File: src/rtl/riscv_lsu_pkg.sv
// RISC-V load/store unit shared types: funct3 sizes, FSM states,
// latched request bundle and size-decoding helpers.
package riscv_lsu_pkg;

  localparam logic [2:0] F3_B  = 3'b000;
  localparam logic [2:0] F3_H  = 3'b001;
  localparam logic [2:0] F3_W  = 3'b010;
  localparam logic [2:0] F3_BU = 3'b100;
  localparam logic [2:0] F3_HU = 3'b101;

  typedef enum logic [1:0] {
    S_IDLE,
    S_BUSY,
    S_DONE
  } state_t;

  typedef enum logic [1:0] {
    SZ_BYTE,
    SZ_HALF,
    SZ_WORD
  } width_t;

  typedef struct packed {
    logic        we;
    logic [2:0]  size;
    logic [31:0] addr;
    logic [31:0] wd;
  } lsu_req_t;

  // Reserved funct3 encodings fall through to word accesses
  function automatic width_t f3_width(input logic [2:0] f3);
    case (f3)
      F3_B, F3_BU: return SZ_BYTE;
      F3_H, F3_HU: return SZ_HALF;
      default:     return SZ_WORD;
    endcase
  endfunction

  function automatic logic f3_unsigned(input logic [2:0] f3);
    return (f3 == F3_BU) || (f3 == F3_HU);
  endfunction

  function automatic logic misaligned(input logic [2:0] f3,
                                      input logic [1:0] lo);
    case (f3_width(f3))
      SZ_HALF: return lo[0];
      SZ_WORD: return |lo;
      default: return 1'b0;
    endcase
  endfunction

endpackage

File: src/rtl/riscv_lsu_align.sv
// Combinational lane logic: byte enables, store replication
// and load extraction with sign/zero extension.
module lsu_align
  import riscv_lsu_pkg::*;
(
  input  logic        we,
  input  logic [2:0]  size,
  input  logic [1:0]  addr_lo,
  input  logic [31:0] wd,
  input  logic [31:0] rd_word,
  output logic [3:0]  be,
  output logic [31:0] wd_rep,
  output logic [31:0] rd_ext
);

  width_t      w;
  logic        sx;
  logic [7:0]  byte_sel;
  logic [15:0] half_sel;

  assign w        = f3_width(size);
  assign sx       = ~f3_unsigned(size);
  assign byte_sel = rd_word[{addr_lo, 3'b000} +: 8];
  assign half_sel = addr_lo[1] ? rd_word[31:16] : rd_word[15:0];

  always_comb begin
    be     = 4'hf;
    wd_rep = wd;
    rd_ext = rd_word;
    unique case (w)
      SZ_BYTE: begin
        be     = 4'b0001 << addr_lo;
        wd_rep = {4{wd[7:0]}};
        rd_ext = {{24{sx & byte_sel[7]}}, byte_sel};
      end
      SZ_HALF: begin
        be     = addr_lo[1] ? 4'b1100 : 4'b0011;
        wd_rep = {2{wd[15:0]}};
        rd_ext = {{16{sx & half_sel[15]}}, half_sel};
      end
      default: begin
        be     = 4'hf;
        wd_rep = wd;
        rd_ext = rd_word;
      end
    endcase
    if (!we) be = 4'hf;
  end

endmodule

File: src/rtl/riscv_lsu.sv
// RISC-V load/store unit: IDLE/BUSY/DONE handshake with timeout.
// Define LSU_MISALIGN_CHECK_EN to fault misaligned H/W accesses.
module riscv_lsu
  import riscv_lsu_pkg::*;
#(
  parameter int unsigned MAX_WAIT = 16
) (
  input  logic        clk_i,
  input  logic        rst_i,
  input  logic        core_req_i,
  input  logic        core_we_i,
  input  logic [2:0]  core_size_i,
  input  logic [31:0] core_addr_i,
  input  logic [31:0] core_wd_i,
  output logic [31:0] core_rd_o,
  output logic        core_stall_o,
  output logic        err_o,
  output logic        mem_req_o,
  output logic        mem_we_o,
  output logic [3:0]  mem_be_o,
  output logic [31:0] mem_addr_o,
  output logic [31:0] mem_wd_o,
  input  logic [31:0] mem_rd_i,
  input  logic        mem_ready_i
);

  // Timeout fires in the (MAX_WAIT-1)th BUSY cycle
  localparam logic [7:0] LAST = 8'(MAX_WAIT - 2);

  state_t      state_q, state_d;
  lsu_req_t    req_q, req_d;
  logic [7:0]  cnt_q, cnt_d;
  logic [31:0] rdata_q, rdata_d;
  logic        err_q, err_d;
  logic        bad;
  logic        busy, done;
  logic [3:0]  be;
  logic [31:0] wd_rep, rd_ext;

`ifdef LSU_MISALIGN_CHECK_EN
  assign bad = misaligned(core_size_i, core_addr_i[1:0]);
`else
  assign bad = 1'b0;
`endif

  lsu_align u_align (
    .we      (req_q.we),
    .size    (req_q.size),
    .addr_lo (req_q.addr[1:0]),
    .wd      (req_q.wd),
    .rd_word (rdata_q),
    .be      (be),
    .wd_rep  (wd_rep),
    .rd_ext  (rd_ext)
  );

  always_ff @(posedge clk_i or posedge rst_i) begin
    if (rst_i) begin
      state_q <= S_IDLE;
      req_q   <= '0;
      cnt_q   <= '0;
      rdata_q <= '0;
      err_q   <= 1'b0;
    end else begin
      state_q <= state_d;
      req_q   <= req_d;
      cnt_q   <= cnt_d;
      rdata_q <= rdata_d;
      err_q   <= err_d;
    end
  end

  always_comb begin
    state_d = state_q;
    req_d   = req_q;
    cnt_d   = cnt_q;
    rdata_d = rdata_q;
    err_d   = err_q;
    case (state_q)
      S_IDLE: begin
        if (core_req_i) begin
          req_d   = '{we:   core_we_i,
                      size: core_size_i,
                      addr: core_addr_i,
                      wd:   core_wd_i};
          cnt_d   = '0;
          rdata_d = '0;
          err_d   = bad;
          state_d = bad ? S_DONE : S_BUSY;
        end
      end
      S_BUSY: begin
        if (mem_ready_i) begin
          rdata_d = mem_rd_i;
          state_d = S_DONE;
        end else if (cnt_q == LAST) begin
          rdata_d = '0;
          err_d   = 1'b1;
          state_d = S_DONE;
        end else begin
          cnt_d = cnt_q + 8'd1;
        end
      end
      S_DONE:  state_d = S_IDLE;
      default: state_d = S_IDLE;
    endcase
  end

  assign busy = (state_q == S_BUSY);
  assign done = (state_q == S_DONE);

  // Gate the request-cycle stall so nothing leaks while in reset
  assign core_stall_o = ~rst_i &
                        (((state_q == S_IDLE) & core_req_i) | busy);

  assign mem_req_o  = busy;
  assign mem_we_o   = busy & req_q.we;
  assign mem_be_o   = busy ? be : 4'h0;
  assign mem_addr_o = busy ? {req_q.addr[31:2], 2'b00} : 32'h0;
  assign mem_wd_o   = (busy & req_q.we) ? wd_rep : 32'h0;

  assign core_rd_o = (done & ~req_q.we & ~err_q) ? rd_ext : 32'h0;
  assign err_o     = done & err_q;

endmodule

File: config.mk
export PLATFORM = sky130hd
export DESIGN_NAME = riscv_lsu
export DESIGN_NICKNAME = d
export VERILOG_FILES = /design/src/rtl/riscv_lsu_pkg.sv /design/src/rtl/riscv_lsu_align.sv /design/src/rtl/riscv_lsu.sv
export SDC_FILE = /design/constraint.sdc
export NUM_CORES = 1
export LEC_CHECK = 0
export CORE_MARGIN = 5
export CORE_UTILIZATION = 48
export CTS_CLUSTER_DIAMETER = 60
export DETAILED_ROUTE_END_ITERATION = 12
export HOLD_SLACK_MARGIN = 0.05
export MAX_ROUTING_LAYER = met4
export PLACE_DENSITY = 0.88
export SYNTH_ARGS = -nofsm -noshare
export SYNTH_HDL_FRONTEND = slang
export SYNTH_SLANG_ARGS = --single-unit
File: constraint.sdc
create_clock -name clk_i -period 11.6 [get_ports clk_i]
set_input_delay 2.32 -clock clk_i [delete_from_list [all_inputs] [get_ports clk_i]]
set_output_delay 2.32 -clock clk_i [all_outputs]
set_load 0.005 [all_outputs]
Word level (Yosys, flattened, before mapping):

Index checks and enable logic that the tools add are counted.
Widths: inputs -> output; s select.

* mux-type cells: 27
* shifts and indexed selects: 2
* bitwise logic cells: 13
* reductions and logical operators: 12
* equal/unequal tests: 12
* add/subtract/negate cells: 1

Operator list (count)
* $mux 32: 6
* $pmux 32 s2: 3
* $shiftx 32x6->8: 1
* $mux 8: 3
* $mux 16: 1
* $pmux 8 s2: 1
* $mux 4: 3
* $add 8x1->8 const B: 1
* $and 1x1->1: 8
* $eq 8x4->1 const B: 1
* $pmux 2 s2: 2
* $pmux 4 s2: 1
* $reduce_and 4->1: 2
* $eq 3x3->1 const B: 2
* $mux 2: 3
* $ne 2x2->1 const B: 3
* $eq 2x1->1 const B: 2
* $logic_not 2->1: 2
* $not 1->1: 4
* $reduce_and 2->1: 2
* $reduce_or 2->1: 2
* $shl 1x2->4 const A: 1
* $eq 3x1->1 const B: 1
* $logic_not 3->1: 1
* other kinds (9): 11

* input bits: 104
* register bits after elaboration: 111

Longest topological paths before layout:

* depth after elaboration: 7
* gate-level depth with buffers: 7
* mapped depth without buffers: 6

Modules after synthesis:

Synthesis repeated with hierarchy kept, for this count alone.

* cell total of the unflattened synthesis: 576
* area, all modules: 6150.9 µm²

Modules (own cells, without submodules)
* riscv_lsu: sequential area each 2777.7 µm², times used 1, area an instance 4961.0 µm², cells an instance 397
* lsu_align: sequential area each 0.0 µm², times used 1, area an instance 1189.9 µm², cells an instance 179

Worst setup path after synthesis:

OpenSTA, ideal clock, no wires.

* kind: input to output
* from: input core_req_i
* to: output core_stall_o
* required time: 9.280 ns
* slack: 6.762 ns
* stages: 2
* arrival: 2.518 ns
* buffers on the path: 0
* cells stage by stage: nor2_1 -> nor3_1

* longest elaborated chain between the ends: 3

RTL lines
* from (decl): line riscv_lsu.sv:10 `input logic core_req_i,`
* $and 1x1->1: line riscv_lsu.sv:114 `(((state_q == S_IDLE) & core_req_i) | busy);`
* $or 1x1->1: line riscv_lsu.sv:114
* $and 1x1->1: line riscv_lsu.sv:113 `assign core_stall_o = ~rst_i &`
* to (decl): line riscv_lsu.sv:16 `output logic core_stall_o,`

Every way passes these cells.

Worst setup path in the final report:

Ends and elaborated chain as after synthesis.

==> results.sh <==
export IMPL_layout_cells_non_filler=989
export IMPL_syn_cell_area_um2=5620
export IMPL_rsz0062_at_grt="no"
export IMPL_p_seq_share_pct=42.4
export IMPL_vias=5417
export IMPL_finalWirelength_um=17200
export IMPL_post_route_period_util_pct=50.6
export IMPL_grt_max_degree=75
export IMPL_core_um2=11500
export IMPL_worstPathRequired_ns=9.28
export IMPL_area_growth_pct=41.6
export IMPL_layout_common_cells="nand2_1 (256), clkdlybuf4s50_1 (205), dfrtp_1 (111)"
export IMPL_dr_pass1_iters=5
export IMPL_crit_type="input pin to primary output"
export IMPL_fmax_ghz=0.170
export IMPL_portBuffers=205
export IMPL_via_per_inst=5.48
export IMPL_status="finished clean"
export IMPL_worstSkewPairLatency_ns=0.34
export IMPL_drt_initial_drc_count=455
export IMPL_post_route_drc_count=0
export IMPL_wl_per_cell_um=17.4
export IMPL_p_total_w=0.00152
export IMPL_p_switching_w=0.000565
export IMPL_fin_nets=947
export IMPL_cts_tree="yes"
export IMPL_num_io_pins=208
export IMPL_drive_above_1_share_pct=4.14
export IMPL_gr_usage_all_layers_pct=24.8
export IMPL_swShare_pct=37.0
export IMPL_postCtsResizedCells=0
export IMPL_h_tree_depth=3
export IMPL_clock_power_share_pct=18.5
export IMPL_setup_tns_ns=0
export IMPL_worst_pin_slew_ns=1.17
export IMPL_clock_sinks=111
export IMPL_placementRows=39
export IMPL_seq_area_frac_synth_pct=49.5
export IMPL_startpoint_type="input pin"
export IMPL_timing_slew_headroom_pct=22.0
export IMPL_netlist_instances=665
export IMPL_path_max_fanout=3
export IMPL_post_route_util_pct=69.4
export IMPL_synth_main_ff_cell="dfrtp_1"
export IMPL_grt_pass1_wl_um=27900
export IMPL_synth_area_per_cell_um2=8.45
export IMPL_hold_path_class="flop to flop"
export IMPL_gr_total_overflow=0
export IMPL_cts_buffers=9
export IMPL_cts_root_buf="clkbuf_16"
export IMPL_place_ws_ns=5.71
export IMPL_setup_ws_ns=5.73
export IMPL_clkTransAtPathRegs_ns=0.07
export IMPL_crit_arrival_ns=3.55
export IMPL_internal_power_w=0.000959
export IMPL_fillCellCount=919
export IMPL_max_cap_violations=0
export IMPL_start_util_pct=49.0
export IMPL_synth_edff_count=0
export IMPL_yosys_warnings=0
export IMPL_cts_setup_buffers=0
export IMPL_antenna_found_initial=1
export IMPL_multi_input_area_um2=2600
export IMPL_end_kind="primary output"
export IMPL_die_w_um=118
export IMPL_vdd_ir_drop_max_uv=103
export IMPL_async_flop_share_pct=100
export IMPL_holdBufCountCts=0
export IMPL_cts_buffer_depth=2
export IMPL_setup_viol=0
export IMPL_maxSlewViolCount=0
export IMPL_die_y_um=118
export IMPL_hold_viol_final=0
export IMPL_register_area_um2=2780
export IMPL_first_global_vias=5546
export IMPL_drt_antenna_violating_nets=0
export IMPL_ys_types=46
export IMPL_hpwlAfterDp_um=12300
export IMPL_fin_skew_ns=0.00463
export IMPL_power_density_nw_per_um2=192
export IMPL_dp_cells=973
export IMPL_ys_ff_latch=111
export IMPL_final_common_cell="nand2_1"
export IMPL_dieArea_um2=14000
export IMPL_p_comb_share_pct=39.1
export IMPL_period_needed_ns=5.87
export IMPL_gp_congestion=0.874
export IMPL_p_leak_nw=3.72
==> critical path, stage by stage <==
cell	delay (ns)
clkdlybuf4s50_1	0.51
nor2_1	0.07
nor3_1	0.13
clkdlybuf4s50_1	0.52
==> area by class of cell <==
class	instances	share of cell area, %
Antenna cell	1	0.0315
Clock buffer	14	3.19
Clock inverter	1	0.0629
Inverter	11	0.551
Multi-Input combinational cell	498	32.7
Sequential cell	111	34.9
Tap cell	143	2.25
Timing Repair Buffer	210	26.3
==> cells by family (layout without fill, tap and decap cells) <==
kind of cell,count (synthesis),in the layout,synth area share (%)
other cells,1,3,0.0668
flops,111,111,49.5
simple gates,370,370,28.3
buf+inv,57,236,4.43
fa+ha+maj,2,2,0.445
xor+xnor,3,3,0.468
compound gates,95,95,12.0
mux,26,26,4.81
==> power groups by stage <==
stage                     Sequential, W  Combinational (W)  Clock, W
final                          0.000646           0.000597  0.000281
after global routing           0.000664           0.000662  0.000303
after CTS                      0.000642           0.000601  0.000287
after detailed placement       0.000649           0.000596         0
after global placement         0.000639           0.000578         0
after floorplan                0.000592           0.000384         0
==> sequential cells by signal, summed over array words and instances, names as in the netlist <==
signal,flops
state_q,2
rdata_q,32
req_q,68
cnt_q,8
err_q,1
==> synthesized netlist by cell type, types with 3 or more instances <==
| library cell | n | area share, % |
|---|---|---|
| nor2_1 | 43 | 2.9 |
| nand2_1 | 257 | 17 |
| a22o_1 | 33 | 5.1 |
| a22oi_1 | 6 | 0.80 |
| mux2i_1 | 18 | 3.2 |
| buf_4 | 4 | 0.53 |
| mux2_2 | 8 | 1.6 |
| nor3_1 | 3 | 0.27 |
| buf_2 | 10 | 0.89 |
| a21oi_1 | 28 | 2.5 |
| and3_1 | 10 | 1.1 |
| nand2b_1 | 3 | 0.33 |
| nand3_1 | 4 | 0.36 |
| a222oi_1 | 7 | 1.2 |
| o21ai_0 | 9 | 0.80 |
| dfrtp_1 | 111 | 49 |
| clkbuf_1 | 29 | 1.9 |
| inv_1 | 10 | 0.67 |
| nor2b_1 | 3 | 0.33 |
| and2_1 | 33 | 3.7 |
| xnor2_1 | 3 | 0.47 |
==> metal layers <==
| layer | share of wire (%) | vias to the layer above | GRT usage (%) |
|---|---|---|---|
| met3 | 6.9 | 43 | 5.25 |
| met1 | 42 | 2573 | 31.4 |
| met5 | 0 | - | - |
| met2 | 48 | 266 | 39.5 |
| li1 | - | 2535 | - |
| met4 | 2.9 | 0 | 9.25 |
==> final timing paths <==
check | depth (start not counted) | start | slack [ns] | end
min in group asynchronous | 2 | rst_i | 2.43 | state_q[0]
worst min-delay path | 2 | req_q[56] | 0.47 | req_q[56]
max in group asynchronous | 3 | rst_i | 7.94 | req_q[32]
worst max-delay path | 4 | core_req_i | 5.73 | core_stall_o
worst max register to register | 4 | state_q[1] | 9.01 | rdata_q[14]
worst min register to register | 2 | req_q[56] | 0.47 | req_q[56]
==> stage by stage <==
step           instance area, um^2  hold slack, ns
2_1_floorplan                 5620           0.437
3_3_place_gp                  7690           0.449
3_5_place_dp                  7690           0.457
4_1_cts                       7950           0.473
5_1_grt                       7950           0.502
6_report                      7950           0.469
Note: power is estimated with default switching activity, not from simulation.
==> RTL edit: new RTL, config.mk and constraints unchanged <==
Encoding of `state_t`: now one-hot (3 bits for 3 states).
--- a/src/rtl/riscv_lsu_pkg.sv
+++ b/src/rtl/riscv_lsu_pkg.sv
@@ -8,10 +8,10 @@
   localparam logic [2:0] F3_BU = 3'b100;
   localparam logic [2:0] F3_HU = 3'b101;
 
-  typedef enum logic [1:0] {
-    S_IDLE,
-    S_BUSY,
-    S_DONE
+  typedef enum logic [2:0] {
+    S_IDLE = 3'b001,
+    S_BUSY = 3'b010,
+    S_DONE = 3'b100
   } state_t;
 
   typedef enum logic [1:0] {
Function: same outputs for any inputs over 10 cycles, from zero or initial values and one cycle with rst_i high; not proved beyond that.
==> RTL edit against the original RTL <==
Sequential share of layout area rose by 0.11 points; worst setup slack got worse by 0.21 ns; routed wire length grew 3.0%; clock power up 15%; final area grew 0.66%; power grew 7.1%; area after synthesis about the same; sequential cell count is 1 higher; utilization rose by 0.46 points; sequential power up 11%; critical endpoint is now mem_wd_o[11].
==> RTL edit: results (changes against the original RTL) <==
buffering overhead: 26.0% (was 26.3%)
Synth top cells by count: nand2_1 (223), dfrtp_1 (111), nor2_1 (49), a21oi_1 (44) (was nand2_1 (257), dfrtp_1 (111), nor2_1 (43), a22o_1 (33), and2_1 (33))
top post-synthesis cells by area: dfrtp_1 (49%), nand2_1 (15%), a22o_1 (5.0%) (was dfrtp_1 (49%), nand2_1 (17%), a22o_1 (5.1%))
ys async rst share: 100% (unchanged)
fraction of area in registers: 35.0% (was 34.9%)
Area Growth Syn to Fin: 42.4% (was 41.6%)
#FFs+latches synth: 112 (was 111)
reg-to-reg endpoint: rdata_q[13]$_DFFE_PP0P_ (was rdata_q[14]$_DFFE_PP0P_)
crit-path max FO: 43 (was 3)
Synth Area in Compound Gates: 13.6% (was 12.0%)
wl on met1: 6800 um (was 7200 um)
post-synthesis sequential area ratio: 49.9% (was 49.5%)
delay-heaviest family, CP: simple AND/OR/NAND/NOR gates (was buffers and inverters)
Worst path max stage delay: 0.75 ns (was 0.52 ns)
Distinct cells, synth: 48 (was 46)
status: finished clean (unchanged)
mux contribution to synthesized area: 5.05% (was 4.81%)
hpwl dp: 12400 um (was 12300 um)
CP max-delay cell: inv_1 (was clkdlybuf4s50_1)
Non-clk invs: 25 (was 11)
met3 WL: 1560 um (was 1190 um)
clock buffers: 12 (was 14)
Setup crit end: mem_wd_o[11] (was core_stall_o)
met2 wire len: 8850 um (was 8270 um)
fillcell total: 892 (was 919)
GR Layer Usage met1: 30.4% (was 31.4%)
multi-input gates: 478 (was 498)
met2 usage: 42.6% (was 39.5%)
adder-cell share of the synthesized area: 0.445% (was 0.446%)
slew of the pin with the lowest slew margin: 1.17 ns (about the same)
Placement Setup Slack: 5.56 ns (was 5.71 ns)
first-pass GRT wire length: 28800 um (was 27900 um)
LEAKAGE: 3.63 nW (was 3.72 nW)
crit path from: state_q[2]$_DFFE_PP0P_ (was core_req_i)
Final Skew: 0.00322 ns (was 0.00463 ns)
GR Layer Usage met3: 8.60% (was 5.25%)
gr usage total: 26.0% (was 24.8%)
Final clock-cell share: 3.84% (was 3.26%)
Worst VDD drop: 149 uV (was 103 uV)
Iter 0 DRT Violations: 468 (was 455)
global placer's final weighted congestion: 0.862 (was 0.874)
number of global-route vias before repair: 5617 (was 5546)
Avg Inst Size Synth: 8.50 sq um (was 8.45 sq um)
multi-input combinational area share: 31.6% (was 32.7%)
dpl cell area: 7690 sq um (about the same)
final wirelength: 17700 um (was 17200 um)
Hold Path Sink: req_q[48]$_DFFE_PP0P_ (was req_q[56]$_DFFE_PP0P_)
pin count of the biggest net entering global routing: 78 (was 75)
Via density: 5.53 (was 5.48)
post-route setup slack: 5.51 ns (was 5.73 ns)
layout cells sized above 1: 4.88% (was 4.14%)
R2R setup slack: 8.50 ns (was 9.01 ns)
Buffers excl. clock: 209 (was 210)
XOR/XNOR Fraction of Synth Area: 0.312% (was 0.468%)
hold wc startpoint: req_q[48]$_DFFE_PP0P_ (was req_q[56]$_DFFE_PP0P_)
nets: 941 (was 947)
-- RTL edit: changes by cell type after synthesis, sizes merged, moves of 3 or more --
cell    change
a21oi      +16
clkbuf      +3
inv        +13
nand2      -34
nor2        +5
nor2b       -3
nor3        -3
-- RTL edit: through the flow --
stage          hold slack (ns)  cells  util [%]
3_5_place_dp             0.455    967      67.1
3_3_place_gp             0.448    967      67.1
6_report                 0.469    984      69.8
4_1_cts                  0.472    983      69.8
5_1_grt                  0.484    984      69.8
2_1_floorplan            0.437    662         -
-- RTL edit: power breakdown --
part | internal [mW] | switching, mW
combinational | 0.262 | 0.328
sequential | 0.547 | 0.174
clock | 0.180 | 0.142
total | 0.989 | 0.644
-- RTL edit: kinds of logic (layout without fill, tap and decap cells) --
family	after synthesis	after routing
buffers and inverters	72	250
other	1	3
AND/OR/NAND/NOR	335	335
XOR/XNOR	2	2
flip-flops	112	112
AO/OA/AOI/OAI	111	111
adder cells (fa/ha/maj)	2	2
multiplexers	26	26
